## config.mk

```make
export PLATFORM = sky130hd
export DESIGN_NAME = fetch
export DESIGN_NICKNAME = d
export VERILOG_FILES = /design/src/rtl/fetch.sv
export SDC_FILE = /design/constraint.sdc
export NUM_CORES = 1
export LEC_CHECK = 0
export ABC_AREA = 1
export BUFFER_PORTS_ARGS = -buffer_cell sky130_fd_sc_hd__buf_2
export CAP_MARGIN = 40
export CORE_MARGIN = 4
export CORE_UTILIZATION = 50
export DETAILED_ROUTE_END_ITERATION = 16
export PLACE_DENSITY = 0.76
export SYNTH_ARGS = -nofsm -noshare
export SYNTH_HDL_FRONTEND = slang
export SYNTH_SLANG_ARGS = --single-unit
```

## constraint.sdc

```tcl
create_clock -name clk -period 7.5 [get_ports clk]
set_input_delay 0.75 -clock clk [delete_from_list [all_inputs] [get_ports clk]]
set_output_delay 0.75 -clock clk [all_outputs]
set_load 0.005 [all_outputs]
```

## src/rtl/fetch.sv

```systemverilog
// Instruction fetch stage: one outstanding request, a single-entry HOLD buffer
// for decode back-pressure, and DROP handling for requests made stale by a redirect.
// Optional performance counters are enabled by defining FETCH_PERF_EN.

package fetch_pkg;
  typedef struct packed {
    logic [63:0] pc;
    logic [31:0] raw_instr;
  } fetch_data_t;
endpackage

module fetch
  import fetch_pkg::*;
#(
  parameter logic [63:0] RESET_PC = 64'h8000_0000
) (
  input  logic        clk,
  input  logic        reset,
  output logic        ireq_valid,
  output logic [63:0] ireq_addr,
  input  logic        iresp_data_ok,
  input  logic [31:0] iresp_data,
  input  logic        stall,
  input  logic        redirect_valid,
  input  logic [63:0] redirect_pc,
  output logic        dataF_valid,
  output fetch_data_t dataF
`ifdef FETCH_PERF_EN
  ,
  output logic [63:0] perf_fetched,
  output logic [63:0] perf_stall
`endif
);

  typedef enum logic [1:0] {
    ST_FETCH = 2'd0,
    ST_HOLD  = 2'd1,
    ST_DROP  = 2'd2
  } state_e;

  state_e      state_q, state_d;
  logic [63:0] pc_q, pc_d;
  logic [63:0] target_q, target_d;
  logic [31:0] buf_q, buf_d;
  fetch_data_t dataf_q, dataf_d;
  logic        dataf_valid_q, dataf_valid_d;
  logic        ireq_valid_q, ireq_valid_d;

  logic        resp_ok_s;
  logic [63:0] redirect_tgt_s;
  logic        load_s;
  logic [31:0] load_word_s;

  // A response only belongs to us once the request has actually been presented.
  assign resp_ok_s      = iresp_data_ok & ireq_valid_q;
  assign redirect_tgt_s = {redirect_pc[63:2], 2'b00};

  // Next-state, PC, buffer and dataF computation.
  always_comb begin
    state_d     = state_q;
    pc_d        = pc_q;
    target_d    = target_q;
    buf_d       = buf_q;
    load_s      = 1'b0;
    load_word_s = iresp_data;

    case (state_q)
      ST_FETCH: begin
        if (redirect_valid) begin
          if (resp_ok_s || !ireq_valid_q) begin
            pc_d = redirect_tgt_s;
          end else begin
            target_d = redirect_tgt_s;
            state_d  = ST_DROP;
          end
        end else if (resp_ok_s) begin
          if (stall) begin
            buf_d   = iresp_data;
            state_d = ST_HOLD;
          end else begin
            load_s      = 1'b1;
            load_word_s = iresp_data;
          end
        end else begin
          state_d = ST_FETCH;
        end
      end
      ST_HOLD: begin
        if (redirect_valid) begin
          pc_d    = redirect_tgt_s;
          buf_d   = 32'd0;
          state_d = ST_FETCH;
        end else if (!stall) begin
          load_s      = 1'b1;
          load_word_s = buf_q;
          state_d     = ST_FETCH;
        end else begin
          state_d = ST_HOLD;
        end
      end
      ST_DROP: begin
        if (redirect_valid) begin
          if (resp_ok_s) begin
            pc_d    = redirect_tgt_s;
            state_d = ST_FETCH;
          end else begin
            target_d = redirect_tgt_s;
          end
        end else if (resp_ok_s) begin
          pc_d    = target_q;
          state_d = ST_FETCH;
        end else begin
          state_d = ST_DROP;
        end
      end
      default: begin
        pc_d    = RESET_PC;
        state_d = ST_FETCH;
      end
    endcase

    dataf_d       = dataf_q;
    dataf_valid_d = stall ? dataf_valid_q : 1'b0;
    if (redirect_valid) begin
      dataf_valid_d = 1'b0;
    end else if (load_s) begin
      dataf_d.pc        = pc_q;
      dataf_d.raw_instr = load_word_s;
      dataf_valid_d     = 1'b1;
      pc_d              = pc_q + 64'd4;
    end else begin
      dataf_d = dataf_q;
    end

    ireq_valid_d = (state_d != ST_HOLD);
  end

  // Pipeline state registers.
  always_ff @(posedge clk or posedge reset) begin
    if (reset) begin
      state_q       <= ST_FETCH;
      pc_q          <= RESET_PC;
      target_q      <= 64'd0;
      buf_q         <= 32'd0;
      dataf_q       <= '0;
      dataf_valid_q <= 1'b0;
      ireq_valid_q  <= 1'b0;
    end else begin
      state_q       <= state_d;
      pc_q          <= pc_d;
      target_q      <= target_d;
      buf_q         <= buf_d;
      dataf_q       <= dataf_d;
      dataf_valid_q <= dataf_valid_d;
      ireq_valid_q  <= ireq_valid_d;
    end
  end

  assign ireq_valid  = ireq_valid_q;
  assign ireq_addr   = pc_q;
  assign dataF_valid = dataf_valid_q;
  assign dataF       = dataf_q;

`ifdef FETCH_PERF_EN
  logic [63:0] perf_fetched_q, perf_fetched_d;
  logic [63:0] perf_stall_q, perf_stall_d;

  // Counters wrap naturally at 2^64.
  always_comb begin
    perf_fetched_d = perf_fetched_q;
    perf_stall_d   = perf_stall_q;
    if (load_s && !redirect_valid) begin
      perf_fetched_d = perf_fetched_q + 64'd1;
    end else begin
      perf_fetched_d = perf_fetched_q;
    end
    if (state_q == ST_HOLD) begin
      perf_stall_d = perf_stall_q + 64'd1;
    end else begin
      perf_stall_d = perf_stall_q;
    end
  end

  // Performance counter registers.
  always_ff @(posedge clk or posedge reset) begin
    if (reset) begin
      perf_fetched_q <= 64'd0;
      perf_stall_q   <= 64'd0;
    end else begin
      perf_fetched_q <= perf_fetched_d;
      perf_stall_q   <= perf_stall_d;
    end
  end

  assign perf_fetched = perf_fetched_q;
  assign perf_stall   = perf_stall_q;
`endif

endmodule

```

Word-level counts from Yosys, hierarchy flattened
Cells that the tools add are included.
{"block": "totals", "regBits": 260, "inputBits": 101, "wordCells": 68}
{"block": "op_classes", "reduce_logical": 8, "n_addsub": 1, "bitwise": 2, "eq_ne": 11, "muxes": 38}
{"operator": "two-way mux 64 bit", "n": 12}
{"operator": "one-hot mux 64 bit (3 select lines)", "n": 1}
{"operator": "two-way mux 32 bit", "n": 5}
{"operator": "one-hot mux 64 bit (2 select lines)", "n": 1}
{"operator": "adder 64 x 3 -> 64 bit, second input constant", "n": 1}
{"operator": "one-hot mux 32 bit (2 select lines)", "n": 1}
{"operator": "two-way mux 2 bit", "n": 7}
{"operator": "!= test 2 bit, second input constant", "n": 7}
{"operator": "two-way mux 1 bit", "n": 9}
{"operator": "one-hot mux 2 bit (3 select lines)", "n": 1}
{"operator": "AND reduction 5 bit", "n": 1}
{"operator": "AND reduction 4 bit", "n": 1}
{"operator": "nonzero test 2 bit", "n": 2}
{"operator": "!= test 3 x 1 -> 1 bit, second input constant", "n": 1}
{"operator": "equality test 2 x 1 -> 1 bit, second input constant", "n": 1}
{"operator": "equality test 2 bit, second input constant", "n": 1}
{"operator": "logical NOT 2 bit", "n": 1}
{"operator": "!= test 2 x 1 -> 1 bit, second input constant", "n": 1}
{"operator": "one-hot mux 1 bit (2 select lines)", "n": 1}
{"operator": "AND reduction 2 bit", "n": 1}
{"operator": "bitwise AND 1 bit", "n": 1}
{"operator": "logical NOT 1 bit", "n": 1}
{"operator": "logical OR 1 bit", "n": 1}
{"operator": "NOT 1 bit", "n": 1}

Depth between registers and ports, before layout
Gate-level depths: netlist of run 1.
{"block": "logic_depth", "depth_word": 7, "mapped_depth": 11}

Least setup slack after synthesis of run 1
Ideal clock, no wire load.
{"block": "synth_path", "path_kind": "input to register", "startpoint": "input redirect_valid", "endpoint": "register pc_q[57], in the netlist ireq_addr[57]", "t_arrival_ps": 1785, "path_slack_ps": 5647, "setup_ps": 69, "stages": 7, "n_path_buf": 2, "path_cell_list": "buf_6 > nor4_4 > buf_6 > nand2_1 > nand3_1 > nand2_1 > nand3_1"}
{"block": "synth_between", "elab_chain_cells": 4, "word_cells_on_any_way": 9, "cone_classes": "9 x mux"}
{"element": "start, declared", "line_no": "24", "rtl": "input logic redirect_valid,"}
{"element": "two-way mux 64 bit (tied with other cells)", "line_no": "102", "rtl": "if (redirect_valid) begin"}
{"element": "one-hot mux 64 bit (3 select lines) or one-hot mux 1 bit (2 select lines) (tied branches)", "line_no": "67", "rtl": "case (state_q)"}
{"element": "two-way mux 64 bit", "line_no": "126", "rtl": "end else if (load_s) begin"}
{"element": "two-way mux 64 bit (*)", "line_no": "124", "rtl": "if (redirect_valid) begin"}
{"element": "net pc_d[57]", "line_no": "42", "rtl": "logic [63:0] pc_q, pc_d;"}
{"element": "end signal, assigned", "line_no": "150", "rtl": "pc_q <= pc_d;"}
{"element": "end, declared", "line_no": "42"}
Mark *: on every way through the listed nets, which the timed path passes. The rest lies on a longest branch.
A chain may end at the register's enable or synchronous reset.

Worst setup path after layout of run 1
{"block": "layout_path", "startpoint": "register ireq_valid_q, in the netlist ireq_valid", "endpoint": "register pc_q[2], in the netlist ireq_addr[2]"}
{"block": "layout_between", "elab_chain_cells": 7, "word_cells_on_any_way": 14, "cone_classes": "11 x mux; 1 x bitwise; 2 x reduce/logical"}
{"element": "start, declared", "line_no": "47", "rtl": "logic ireq_valid_q, ireq_valid_d;"}
{"element": "start signal, assigned", "line_no": "155", "rtl": "ireq_valid_q <= ireq_valid_d;"}
{"element": "bitwise AND 1 bit or logical NOT 1 bit (tied branches)", "line_no": "55, 70"}
{"element": "logical OR 1 bit", "line_no": "70", "rtl": "if (resp_ok_s || !ireq_valid_q) begin"}
{"element": "two-way mux 64 bit", "line_no": "70"}
{"element": "two-way mux 64 bit", "line_no": "69", "rtl": "if (redirect_valid) begin"}
{"element": "one-hot mux 64 bit (3 select lines)", "line_no": "67"}
{"element": "two-way mux 64 bit", "line_no": "126"}
{"element": "two-way mux 64 bit (*)", "line_no": "124"}
{"element": "net pc_d[2]", "line_no": "42"}
Marked as above.

==> flow_summary.yaml, run 1 <==
route:
  vias: 12444
  first_iter_violations: 1139
  vias_per_cell: 5.44
  drt-total-wl_um: 39600
  drc_violation_count_after_routing: 0
  firstDrtPassIters: 5
  final_antenna_net_count: 0
  routed_wire_length_per_instance_um: 17.3
sta:
  timing.setup.tns_ps: 0
  report.final.slew_viol_count: 0
  grt_setup_unrepaired: "no"
  max_slew.worst_pin.slew_ps: 965
  setup_viol: 0
  final_hold_viol_count: 0
  finalCritPeriodShare_pct: 42.8
  timing.slew.headroom_pct: 35.6
  finClkSkew_ps: 21.0
  maxClockFrequency_ghz: 0.311
  final.min_clock_period_ps: 3210
clock_tree:
  ctsHtreeMaxLevel: 1
  clock_insertion_delay_worst_skew_ps: 550
  clock_pin_slew_reported_for_the_worst_setup_and_hold_paths_after_clock_tree_synthesis_ps: 60
  clock-root-buffer: "sky130_fd_sc_hd__clkbuf_16"
  tritoncts_clock_tree: "yes"
  post_cts.resized_instances: 0
  cts.sinks: 258
  setup_repair_bufs_after_cts: 0
  cts-hold-fix-buffers: 0
  cts.path.max_buffers: 3
  numCtsBuffers: 28
hold_path:
  min_path_type: "primary input to register"
grt:
  grtUsageTotal_pct: 26.7
  antenna_found_initial: 5
  grt_first_pass_wirelength_um: 62800
  grt_pass1_vias: 11905
  grt_remaining_overflow: 0
  grt_max_degree: 181
finish:
  finalCoreUtilization_pct: 60.3
  numnets_final: 2034
  drive_gt1_share_pct: 21.2
  syn2layout_area_growth_pct: 18.8
floorplanning:
  chipWidth_um: 170
  initial_core_utilization_pct: 50.8
  floorplan.die_area_um2: 29100
  io_pins: 263
  die_h_um: 170
  num_rows: 59
  fp.coreArea_um2: 26000
yosys:
  yosys.area_share.xor_xnor_pct: 1.19
  synth_top_area_cell: "sky130_fd_sc_hd__dfrtp_1"
  yosys.area_share.simple_pct: 29.7
  synth.distinct_cells: 34
  netlist_instances: 1708
  syn_avg_cell_area_um2: 7.72
  synth_fa_ha_area_share_pct: 0.0948
  synth-edff-count: 0
  syn-num-nets: 1810
  synth-seq-cells: 258
  yosysMostFrequentCell: "sky130_fd_sc_hd__nand2_1"
  synth_top_cells_by_area: "sky130_fd_sc_hd__dfrtp_1 (49%), sky130_fd_sc_hd__nand2_1 (19%), sky130_fd_sc_hd__mux2_2 (5.3%)"
  ys.flop_type: "sky130_fd_sc_hd__dfrtp_1"
  synth_mux_area_share_pct: 5.29
  synth_compound_gate_area_share_pct: 8.72
  async_flop_share_pct: 100
  largest_family_of_logic_cells_by_synthesized_area: "simple AND/OR/NAND/NOR gates"
  yosys_warnings: 0
  ys_seq_area_share_pct: 48.9
  synth.top_cells.by_count: "sky130_fd_sc_hd__nand2_1 (685), sky130_fd_sc_hd__dfrtp_1 (257), sky130_fd_sc_hd__nor2_1 (145)"
  syn_area_um2: 13200
  post-synth-top-area-fraction_pct: 48.7
setup_path:
  critical_path.startpoint_type: "register"
  path_class: "register to register"
  cp_data_arrival_time_ps: 3610
  setup.worst_path.end_class: "register"
  critPathMaxFanout: 78
  worstPathRequired_ps: 7900
  worst-r2r-setup-slack_ps: 4290
power:
  vdd.ir_drop.worst_v: 0.000192
  cellPowerDensity_nw_per_um2: 356
  static-leakage-power_nw: 7.79
placed_design:
  port_buffers: 260
  finalWeightedCongestion: 0.952
  post-dp-hpwl_um: 27500
outcome:
  outcome: "finished, final reports clean"
job:
  maxCapViolations: 0
final cells by class:
class	instances	area (µm²)
well taps	335	419
inverters	98	372
clock inverters	8	68.8
repair buffers	276	1490
multi-input cells	1270	5960
fillers	2343	10300
clock buffers	43	898
diodes	1	2.50
flip-flops and latches	258	6460
through the flow:
| step | power [mW] | cells | hold slack, ps | setup WS, ps | area (µm²) |
|---|---|---|---|---|---|
| floorplan | 3.36 | 1708 | 472 | 3350 | 13200 |
| global placement | 4.09 | 2233 | 457 | 3640 | 14600 |
| detailed placement | 4.16 | 2237 | 460 | 3830 | 14700 |
| CTS | 5.60 | 2288 | 428 | 4270 | 15700 |
| global route | 5.96 | 2289 | 441 | 4010 | 15700 |
| finish | 5.57 | 2289 | 445 | 4290 | 15700 |
kinds of logic (layout without fill, tap and decap cells):
family / after synthesis / in the layout
buf+inv: 180 / 425
xor+xnor: 18 / 18
compound gates: 214 / 214
mux: 62 / 62
fa+ha+maj: 1 / 1
flops: 258 / 258
simple gates: 975 / 975
other cells: 0 / 1
routing by layer:
layer | vias to the layer above | GRT usage, % | wire length, µm
met5 | - | 0 | 46
met4 | 8 | 8.09 | 1190
met3 | 82 | 5.55 | 2910
met2 | 458 | 42.9 | 18400
met1 | 5938 | 36.9 | 17100
li1 | 5958 | - | -
flip-flops by register name, summed over array words and instances (netlist names):
| register | count |
|---|---|
| target_q | 62 |
| state_q | 2 |
| dataF_valid | 1 |
| dataF | 96 |
| buf_q | 32 |
| ireq_valid | 1 |
| ireq_addr | 64 |
worst max-delay path, stage by stage (launching register included):
cell	delay [ps]
sky130_fd_sc_hd__dfrtp_1	440
sky130_fd_sc_hd__nand2_2	140
sky130_fd_sc_hd__inv_2	60
sky130_fd_sc_hd__nor2_2	190
sky130_fd_sc_hd__inv_2	70
sky130_fd_sc_hd__nand3_4	460
sky130_fd_sc_hd__buf_4	700
sky130_fd_sc_hd__buf_4	510
sky130_fd_sc_hd__buf_16	310
sky130_fd_sc_hd__o21ai_0	170
cells in the final DEF, fill, tap and decap left out, drive strengths merged:
| master | instances |
|---|---|
| diode | 1 |
| nor4 | 1 |
| clkinv | 8 |
| nor2 | 155 |
| xnor2 | 1 |
| buf | 276 |
| nand3 | 111 |
| ha | 1 |
| clkbuf | 43 |
| nand2 | 688 |
| o21ai | 132 |
| mux2 | 62 |
| o211ai | 8 |
| dfstp | 1 |
| dfrtp | 257 |
| nor3 | 3 |
| a31oi | 3 |
| nand4 | 15 |
| a22oi | 1 |
| and2 | 1 |
| bufinv | 1 |
| o22ai | 32 |
| xor2 | 17 |
| inv | 96 |
| or2 | 1 |
| clkinvlp | 1 |
| o21bai | 3 |
| a21oi | 35 |
where the power goes:
part	switching (mW)	internal [mW]
clock	0.566	0.854
sequential	0.537	1.94
combinational	0.946	0.732
total	2.05	3.53
worst paths after layout:
kind,cells past startpoint,startpoint,to
worst max-delay path,9,ireq_valid,ireq_addr[2]
worst min-delay path,2,redirect_pc[42],target_q[42]
worst max register to register,9,ireq_valid,ireq_addr[2]
worst min register to register,2,dataF[21],dataF[21]
max in group asynchronous,5,reset,target_q[52]
min in group asynchronous,3,reset,dataF[27]
No activity file was read; power rests on OpenSTA's default activity.
==> inputs of run 2 (changes only) <==
==> constraint.sdc (replaced) <==
create_clock -name clk -period 2.9 [get_ports clk]
set_input_delay 0.29 -clock clk [delete_from_list [all_inputs] [get_ports clk]]
set_output_delay 0.29 -clock clk [all_outputs]
set_load 0.005 [all_outputs]
==> run 2 against run 1 <==
Die area is the same; critical path type unchanged; sequential cell count is the same; non-clock buffer count grew 79; largest power group unchanged.
==> flow_summary.yaml, run 2 (synthesis results as in run 1) <==
setup_path:
  cp_num_buf_inv: 2
  critPathMaxFanout: 37
  worstPathRequired_ps: 3290
  worst_r2r_path_depth: 10
  critical_path_depth: 10
  cp_data_arrival_time_ps: 2600
  most_used_cell_cp: "sky130_fd_sc_hd__nand2_1"
  path_class: "register to register"
  cpLargestDelayFamily: "simple AND/OR/NAND/NOR gates"
  critical_path.startpoint_type: "register"
  path_cells: "nand2_1 -> inv_1 -> nor2_1 -> o21ai_0 -> nand2_2 -> buf_12 -> nand2_1 -> nand3_1 -> nand2_1 -> o21ai_0"
  max_stage_delay_ps: 580
  crit_path_top_delay_cell: "sky130_fd_sc_hd__dfrtp_1"
  setup.worst_path.end_class: "register"
grt:
  grt_pass1_vias: 12754
  grtUsageTotal_pct: 27.9
  grt_first_pass_wirelength_um: 66100
  antenna_found_initial: 1
  grt_remaining_overflow: 0
  grt_max_degree: 195
placed_design:
  finalWeightedCongestion: 0.919
  placedInstanceArea_um2: 14700
  port_buffers: 260
  post-dp-hpwl_um: 27700
route:
  routed_wire_length_per_instance_um: 17.4
  first_iter_violations: 1056
  vias: 12886
  final_antenna_net_count: 0
  drt-total-wl_um: 41100
  drc_violation_count_after_routing: 0
  firstDrtPassIters: 5
  vias_per_cell: 5.44
finish:
  finalCoreUtilization_pct: 63.3
  commonest_cells_after_routing_fill_and_taps_aside: "sky130_fd_sc_hd__nand2_1 (684), sky130_fd_sc_hd__buf_2 (260), sky130_fd_sc_hd__dfrtp_1 (257)"
  layout.cells.most_common: "sky130_fd_sc_hd__nand2_1"
  syn2layout_area_growth_pct: 24.7
  largest_reg_flops: 96
  numnets_final: 2113
  post-route-cell-area_um2: 16500
  drive_gt1_share_pct: 20.2
floorplanning:
  die_h_um: 170
  io_pins: 263
  floorplan.die_area_um2: 29100
  chipWidth_um: 170
  initial_core_utilization_pct: 50.8
  fp.coreArea_um2: 26000
  num_rows: 59
sta:
  finClkSkew_ps: 20.9
  report.final.slew_viol_count: 0
  final_hold_viol_count: 0
  minimum_hold_slack_ps: 4.97
  max_slew.worst_pin.slew_ps: 812
  grt_setup_unrepaired: "no"
  timing.slew.headroom_pct: 45.9
  final.min_clock_period_ps: 2210
  finalCritPeriodShare_pct: 76.1
  setup_viol: 0
  timing.setup.tns_ps: 0
  maxClockFrequency_ghz: 0.453
clock_tree:
  cts.sinks: 258
  clock_pin_slew_reported_for_the_worst_setup_and_hold_paths_after_clock_tree_synthesis_ps: 60
  tritoncts_clock_tree: "yes"
  ctsHtreeMaxLevel: 1
  cts.path.max_buffers: 3
  clock-root-buffer: "sky130_fd_sc_hd__clkbuf_16"
  numCtsBuffers: 28
  clock_insertion_delay_worst_skew_ps: 560
power:
  cellPowerDensity_nw_per_um2: 882
  vdd.ir_drop.worst_v: 0.000573
  static-leakage-power_nw: 8.10
outcome:
  outcome: "finished, final reports clean"
hold_path:
  min_path_type: "primary input to register"
  worstHoldPathCells: 3
job:
  maxCapViolations: 0
==> run 2: cell count changes in the layout (fill, tap and decap cells not counted), sizes merged <==
cell         delta
dlygate4sd3    +78
buf             +1
inv             +1
clkbuf          +1
clkinvlp        +1
clkinv          -3
==> run 2: repair_timing <==
| item | 4_1_cts | 5_1_grt |
|---|---|---|
| hold endpoints to repair | 89 | 0 |
| setup endpoints to repair | 0 | 0 |
| gates resized for setup | 0 | 0 |
| setup buffers | 0 | 0 |
| hold buffers | 78 | 0 |
==> run 2: cell type report <==
class | count | area (µm²)
inverters | 98 | 372
multi-input cells | 1270 | 5960
flip-flops and latches | 258 | 6460
well taps | 335 | 419
clock inverters | 7 | 80.1
clock buffers | 44 | 851
fillers | 2213 | 9530
repair buffers | 355 | 2310
diodes | 1 | 2.50
==> run 2: final timing paths <==
path | endpoint | slack, ps | startpoint
min in group asynchronous | dataF[12] | 290 | reset
worst min register to register | dataF[22] | 470 | dataF[22]
max in group asynchronous | dataF[78] | 1780 | reset
worst max register to register | ireq_addr[14] | 690 | state_q[1]
worst min-delay path | dataF[1] | 5 | iresp_data[1]
worst max-delay path | ireq_addr[14] | 690 | state_q[1]
==> run 2: routing by layer <==
metal	global-route usage [%]	up-vias	wire length [µm]
met5	0	-	0
met4	9.76	0	1430
met3	5.34	104	3090
met2	45.4	500	19200
met1	37.7	6156	17300
li1	-	6126	-
==> run 2: power breakdown <==
part | internal [mW] | leakage, nW | switching (mW)
combinational | 1.98 | 4.43 | 2.51
clock | 2.10 | 0.457 | 1.51
sequential | 5.02 | 3.21 | 1.40
total | 9.10 | 8.10 | 5.42
==> run 2: stage by stage <==
stage          instances  power [mW]  worst slack (ps)
2_1_floorplan       1708        8.68              -789
3_3_place_gp        2238        10.6               739
3_5_place_dp        2238        10.8               687
4_1_cts             2367        14.6               664
5_1_grt             2368        15.5               502
6_report            2368        14.5               692
==> run 2: worst reg2reg max path, delay by kind of cell (launching register included) <==
kind            cells  cell delay (ps)
compound gates      2              170
buf+inv             2              520
flops               1              580
simple gates        6              790
